--- config.mk ---
export PLATFORM = sky130hd
export DESIGN_NAME = day_of_year_calc
export DESIGN_NICKNAME = d
export VERILOG_FILES = /design/src/rtl/day_of_year_calc.sv
export SDC_FILE = /design/constraint.sdc
export NUM_CORES = 1
export LEC_CHECK = 0
export BUFFER_PORTS_ARGS = -buffer_cell sky130_fd_sc_hd__buf_2
export CORE_MARGIN = 2
export CORE_UTILIZATION = 45
export CTS_CLUSTER_SIZE = 40
export DETAILED_ROUTE_END_ITERATION = 7
export PLACE_DENSITY_LB_ADDON = 0.05
export SLEW_MARGIN = 0
export SYNTH_ARGS = -nofsm -noshare
export SYNTH_HDL_FRONTEND = slang
export SYNTH_SLANG_ARGS = --single-unit
export TNS_END_PERCENT = 50
--- constraint.sdc ---
create_clock -name clk -period 4.25 [get_ports clk]
set_input_delay 0.2125 -clock clk [delete_from_list [all_inputs] [get_ports clk]]
set_output_delay 0.2125 -clock clk [all_outputs]
set_load 0.1 [all_outputs]
--- src/rtl/day_of_year_calc.sv ---
// day_of_year_calc: converts a (month, day, leap_year) date into its ordinal day of the year and
// the number of days remaining in that year. Invalid dates report valid=0 with zeroed results.
//
// Ports:
//   clk         - clock, all state updates on the rising edge
//   reset       - synchronous active-high reset, takes priority over start
//   start       - request pulse, sampled only in IDLE
//   leap_year   - 1 = the requested year is a leap year
//   month       - month number, legal range 1..12
//   day         - day of month, legal range 1..days_in_month
//   busy        - high while validating or accumulating
//   done        - single-cycle completion pulse
//   valid       - last completed request was a legal date
//   day_of_year - ordinal day 1..366, 0 when invalid
//   days_left   - days remaining after day_of_year, 0 when invalid
module day_of_year_calc (
  input  logic       clk,
  input  logic       reset,
  input  logic       start,
  input  logic       leap_year,
  input  logic [3:0] month,
  input  logic [4:0] day,
  output logic       busy,
  output logic       done,
  output logic       valid,
  output logic [8:0] day_of_year,
  output logic [8:0] days_left
);

  typedef enum logic [1:0] {StIdle, StValidate, StAccum, StDone} state_e;

  state_e     state_q, state_d;
  logic [3:0] month_q, month_d;
  logic [4:0] day_q, day_d;
  logic       leap_q, leap_d;
  logic [3:0] idx_q, idx_d;
  logic [8:0] acc_q, acc_d;
  logic       busy_q, busy_d;
  logic       done_q, done_d;
  logic       valid_q, valid_d;
  logic [8:0] doy_q, doy_d;
  logic [8:0] left_q, left_d;

  logic [8:0] doy_sum;
  logic [8:0] year_len;
  logic       date_bad;

  // Returns 0 for out-of-range months so any nonzero day fails the range check.
  function automatic logic [4:0] days_in_month(input logic [3:0] m, input logic leap);
    logic [4:0] n;
    case (m)
      4'd2:                                     n = leap ? 5'd29 : 5'd28;
      4'd4, 4'd6, 4'd9, 4'd11:                  n = 5'd30;
      4'd1, 4'd3, 4'd5, 4'd7, 4'd8, 4'd10, 4'd12: n = 5'd31;
      default:                                  n = 5'd0;
    endcase
    return n;
  endfunction

  assign doy_sum  = acc_q + {4'd0, day_q};
  assign year_len = leap_q ? 9'd366 : 9'd365;
  assign date_bad = (month_q == 4'd0) || (month_q > 4'd12) || (day_q == 5'd0) ||
                    (day_q > days_in_month(month_q, leap_q));

  always_comb begin
    state_d = state_q;
    month_d = month_q;
    day_d   = day_q;
    leap_d  = leap_q;
    idx_d   = idx_q;
    acc_d   = acc_q;
    busy_d  = 1'b0;
    done_d  = 1'b0;
    valid_d = valid_q;
    doy_d   = doy_q;
    left_d  = left_q;

    case (state_q)
      StIdle: begin
        if (start) begin
          month_d = month;
          day_d   = day;
          leap_d  = leap_year;
          acc_d   = 9'd0;
          idx_d   = 4'd1;
          busy_d  = 1'b1;
          state_d = StValidate;
        end
      end
      StValidate: begin
        if (date_bad) begin
          valid_d = 1'b0;
          doy_d   = 9'd0;
          left_d  = 9'd0;
          done_d  = 1'b1;
          state_d = StDone;
        end else begin
          busy_d  = 1'b1;
          state_d = StAccum;
        end
      end
      StAccum: begin
        if (idx_q < month_q) begin
          acc_d  = acc_q + {4'd0, days_in_month(idx_q, leap_q)};
          idx_d  = idx_q + 4'd1;
          busy_d = 1'b1;
        end else begin
          valid_d = 1'b1;
          doy_d   = doy_sum;
          left_d  = year_len - doy_sum;
          done_d  = 1'b1;
          state_d = StDone;
        end
      end
      StDone: begin
        state_d = StIdle;
      end
      default: begin
        state_d = StIdle;
      end
    endcase
  end

  always_ff @(posedge clk) begin
    if (reset) begin
      state_q <= StIdle;
      month_q <= 4'd0;
      day_q   <= 5'd0;
      leap_q  <= 1'b0;
      idx_q   <= 4'd0;
      acc_q   <= 9'd0;
      busy_q  <= 1'b0;
      done_q  <= 1'b0;
      valid_q <= 1'b0;
      doy_q   <= 9'd0;
      left_q  <= 9'd0;
    end else begin
      state_q <= state_d;
      month_q <= month_d;
      day_q   <= day_d;
      leap_q  <= leap_d;
      idx_q   <= idx_d;
      acc_q   <= acc_d;
      busy_q  <= busy_d;
      done_q  <= done_d;
      valid_q <= valid_d;
      doy_q   <= doy_d;
      left_q  <= left_d;
    end
  end

  assign busy        = busy_q;
  assign done        = done_q;
  assign valid       = valid_q;
  assign day_of_year = doy_q;
  assign days_left   = left_q;

endmodule

# Word-level counts from Yosys, hierarchy flattened
# Index checks and enable logic that the tools add are counted.
dict set report op_classes {
  n_mux 31
  n_lt_le_gt_ge 3
  eq_ne 31
  reduce_logical 16
  n_addsub 4
}
# cell count
set op_table {}
lappend op_table {{$pmux W9 S2} 3}
lappend op_table {{$mux W9} 5}
lappend op_table {{$eq A4 B4 Y1 const B} 10}
lappend op_table {{$eq A4 B3 Y1 const B} 8}
lappend op_table {{$pmux W5 S3} 2}
lappend op_table {{$add A9 B5 Y9} 2}
lappend op_table {{$eq A4 B2 Y1 const B} 4}
lappend op_table {{$reduce_or A7 Y1} 2}
lappend op_table {{$mux W5} 2}
lappend op_table {{$mux W1} 9}
lappend op_table {{$sub A9 B9 Y9} 1}
lappend op_table {{$eq A4 B1 Y1 const B} 2}
lappend op_table {{$mux W4} 2}
lappend op_table {{$ne A2 B2 Y1 const B} 4}
lappend op_table {{$pmux W2 S4} 1}
lappend op_table {{$pmux W4 S2} 1}
lappend op_table {{$reduce_or A4 Y1} 2}
lappend op_table {{$mux W2} 3}
lappend op_table {{$reduce_and A3 Y1} 2}
lappend op_table {{$gt A5 B5 Y1} 1}
lappend op_table {{$logic_not A5 Y1} 1}
lappend op_table {{$add A4 B1 Y4 const B} 1}
lappend op_table {{$eq A2 B2 Y1 const B} 2}
lappend op_table {{$gt A4 B4 Y1 const B} 1}
lappend op_table {{9 further kinds} 14}
dict set report word_totals {
  reg_bits 46
}

# Depth between registers and ports, before layout
dict set report depth {
  word_depth 8
  mapped_depth 13
  ltp_nobuf 13
}

# Worst setup path after synthesis
# OpenSTA, ideal clock, no wires.
dict set report synth_timing {
  path_type {register -> register}
  startpoint {register idx_q[0]}
  endpoint {register acc_q[8]}
  path_stages_with_launch 13
  t_arrival_ns 2.433
  path_slack_ns 1.675
  required_time_ns 4.107
  period_less_slack_ns 2.575
  n_path_buf 0
  setup_ns 0.143
  path_cell_list {dfxtp_1 inv_1 ha_1 o22ai_1 a22oi_1 o21bai_1 ha_1 a21oi_1 o21bai_1 a21oi_1 a2111oi_2 a31o_2 a21oi_1}
}
dict set report synth_between {
  elab_chain_len 8
}
# item line_no
set synth_lines {}
lappend synth_lines {{from (decl)} 36} ;# logic [3:0] idx_q, idx_d;
lappend synth_lines {{from (signal assigned)} 142} ;# idx_q <= idx_d;
lappend synth_lines {{$eq A4 B1 Y1 (tied with other cells)} 51} ;# case (m)
lappend synth_lines {{$reduce_or A7 Y1 or $reduce_or A4 Y1 (tied branches)} 51}
lappend synth_lines {{$pmux W5 S3} 51}
lappend synth_lines {{$mux W5} 103} ;# if (idx_q < month_q) begin
lappend synth_lines {{$mux W5} 78} ;# case (state_q)
lappend synth_lines {{$add A9 B5 Y9} 104} ;# acc_d = acc_q + {4'd0, days_in_month(idx_q, leap_q)};
lappend synth_lines {{$mux W9} 103}
lappend synth_lines {{$pmux W9 S2} 78}
lappend synth_lines {{to (signal assigned)} 131} ;# acc_q <= 9'd0;
lappend synth_lines {{to (signal assigned)} 143} ;# acc_q <= acc_d;
lappend synth_lines {{to (decl)} 37} ;# logic [8:0] acc_q, acc_d;
# Several ways; a longest one is shown, not always the timed one. The select of a mux whose other input is x is not followed.
# A chain may end at the register's enable or synchronous reset.

# Final worst setup path
# Same ends and word-level chain as after synthesis.

==> impl_metrics.toml <==
[yosys]
synthCells = 328
synth.top_cells.by_area = "dfxtp_1, ha_1, a21oi_1"
ys_ff_latch = 46
yosys.cell_types.count = 53
seq_area_frac_synth_pct = 33.2
ys_warn_count = 0
synth_edf_count = 0
syn-num-nets = 369
avgSynthCellArea_um2 = 8.45
synth_flop_cell = "dfxtp_1"
synth_top_cell_area_share_pct = 33.2
yosysTopAreaCell = "dfxtp_1"
ys_async_sr_fraction_pct = 0
netlist_area_um2 = 2770

[detailed_routing]
first_pass_iters = 4
met1_length_mm = 3.32
wl_per_cell_um = 14.7
ant_nets = 0
routed_wl_mm = 6.34
maxUsedRoutingLayer = "met4"
vias = 2381
drtIter0Drc = 137
dr_wl_met3_um = 232
routed-wl-met2_mm = 2.72
routed_via_density = 5.52
drc = 0

[grt]
grt_pass1_wl_mm = 10.4
grt_max_degree = 39
grt_usage_pct = 19.9
antenna_found_initial = 0
grt.overflow.total = 0
grt_pass1_vias = 2146

[layout]
diodes = 0
multi_input_area_um2 = 1710
nets = 396
drive_above_1_share_pct = 14.6
fillCellCount = 586
regArea_um2 = 921
area_delta_synth_final_pct = 10.4

[worst_setup_path]
crit_top_cell = "a21oi_1"
max_stage_delay_ns = 0.42
critPathKind = "flop to flop"
r2r-start = "idx_q[0]"
endpoint_kind = "flop"
r2r-end = "acc_q[8]"
r2r_slack_ns = 1.39
cp_top_family = "compound AO/OA/AOI/OAI gates"
crit_slowest_cell = "dfxtp_1"
worstPathRequired_ns = 4.41
worstPathMaxFanout = 6
worstSetupStartpointType = "flop"
worstPathCellList = "inv_1 -> ha_1 -> nor2b_1 -> a22oi_1 -> o21bai_1 -> ha_1 -> a21oi_1 -> o21bai_1 -> a21oi_1 -> a2111oi_2 -> a31o_2 -> a21oi_1"
r2r_cells = 12
startpoint = "idx_q[0]"
critPathBufInv = 1
cp.arrival_ns = 3.02

[hold_path]
hold_path_end = "month_q[2]"
holdPathStages = 3
hp-class = "input pin to flop"
min_from = "month[2]"

[sta]
setup_viol = 0
min_period_over_period_pct = 67.2
slew_headroom_pct = 39.5
tns_ns = 0
finClkSkew_ns = 0.00432
rsz0062_at_grt = "no"
slew_violations = 0
fmax_mhz = 350
period_minus_slack_ns = 2.86
worst_pin_slew_ns = 0.898
setup_ws_ns = 1.39
hold_viol = 0

[floorplan]
num_rows = 28
fp.dieArea_um2 = 6800
core_um2 = 5920
io_pins = 34
die_h_um = 82.5
die_w_um = 82.5
initial_core_util_pct = 46.8

[cts]
cts-resized-gates = 0
ctsHoldBuffers = 0
cts_tree = "done"
cts_setup_buffers = 0
path_clk_slew_ns = 0.09
clkLatencyLatePin_ns = 0.31
cts_buffer_depth = 2
cts-htree-levels = 2
numCtsBuffers = 5
root_buffer = "clkbuf_8"
clock-sinks = 46

[power_and_ir_drop]
ir_worst_vdd_uv = 328
p_per_area_nw_per_um2 = 559
total_power_mw = 1.71
p_leak_nw = 1.29

[outcome]
status = "completed"

[place]
port_buffers = 33
pre_cts_ws_ns = 1.41
gp_congestion = 0.836
place_hpwl_mm = 4.63

[flow_run]
maxCapViolCount = 0
==> placed cells by master (no fill, tap or decap), types with 3 or more instances in the layout <==
cell and n:
and2_1 3, nand3_1 7, o21bai_1 3, and3_1 5, nor2_1 29, o21ai_0 5, clkbuf_8 6, buf_2 33
nor4b_1 3, or4_1 4, fa_1 3, ha_1 25, o211ai_1 5, a22oi_1 16, xnor2_1 8, nand2_1 37
dfxtp_1 46, inv_1 18, a211oi_1 6, a211o_1 3, nor2b_1 4, xor2_1 6, a21oi_1 38, nand2b_1 4
==> cells by family after synthesis <==
kind of cell / count (synthesis) / share of synthesized area [%]
multiplexers: 2 / 0.768
AO/OA/AOI/OAI: 100 / 24.9
adder cells (fa/ha/maj): 28 / 13.5
flip-flops: 46 / 33.2
buffers and inverters: 32 / 4.92
AND/OR/NAND/NOR: 106 / 18.2
XOR/XNOR: 14 / 4.43
==> sequential cells by signal (all words and copies together) (netlist names), 2 cells and up <==
| name | count |
|---|---|
| acc_q | 9 |
| day_of_year | 9 |
| days_left | 9 |
| day_q | 5 |
| idx_q | 4 |
| month_q | 4 |
| state_q | 2 |
==> worst min-delay path, stage by stage <==
cell	delay [ns]
buf_2	0.09
nand2_1	0.04
a21oi_1	0.05
==> stage by stage <==
| step | instance area (µm²) | hold slack [ns] | cells | utilization (%) |
|---|---|---|---|---|
| 2_1_floorplan | 2770 | 0.348 | 328 | - |
| 3_3_place_gp | 2970 | 0.441 | 423 | 50.1 |
| 3_5_place_dp | 2970 | 0.445 | 423 | 50.1 |
| 4_1_cts | 3060 | 0.139 | 431 | 51.7 |
| 5_1_grt | 3060 | 0.151 | 431 | 51.7 |
| 6_report | 3060 | 0.138 | 431 | 51.7 |
==> worst max-delay path by stage <==
stage               cells after the start  slack [ns]  endpoint
floorplan                              12        1.67  acc_q[8]
global placement                       12        1.51  acc_q[8]
detailed placement                     12        1.41  acc_q[8]
CTS                                    12        1.39  acc_q[8]
global route                           12        1.15  acc_q[8]
finish                                 12        1.39  acc_q[8]
==> where the power goes <==
group,total (mW),internal [mW],switching [mW]
logic,0.876,0.253,0.623
registers,0.552,0.492,0.0597
clock network,0.282,0.131,0.151
total,1.71,0.877,0.834
==> layout make-up <==
type	count	share of cell area [%]
repair buffers	34	5.64
multi-input cells	250	56.0
inverters	18	2.21
flip-flops and latches	46	30.1
clock buffers	7	2.82
well taps	75	3.07
clock inverters	1	0.164
==> layer usage <==
layer  vias to the layer above  global-route usage, %
li1                       1235                      -
met1                      1102                   28.3
met2                        37                   30.5
met3                         7                   4.02
met4                         0                   5.50
met5                         -                      0
==> synthesized netlist by cell type, types with 3 or more instances <==
| library cell | count |
|---|---|
| dfxtp_1 | 46 |
| a21oi_1 | 38 |
| nand2_1 | 37 |
| nor2_1 | 29 |
| ha_1 | 25 |
| inv_1 | 18 |
| a22oi_1 | 16 |
| clkbuf_1 | 9 |
| xnor2_1 | 8 |
| nand3_1 | 7 |
| a211oi_1 | 6 |
| xor2_1 | 6 |
| and3_1 | 5 |
| o211ai_1 | 5 |
| o21ai_0 | 5 |
| nand2b_1 | 4 |
| nor2b_1 | 4 |
| or4_1 | 4 |
| a211o_1 | 3 |
| and2_1 | 3 |
| fa_1 | 3 |
| nor4b_1 | 3 |
| o21bai_1 | 3 |
Power figures use the tool's default switching activity.
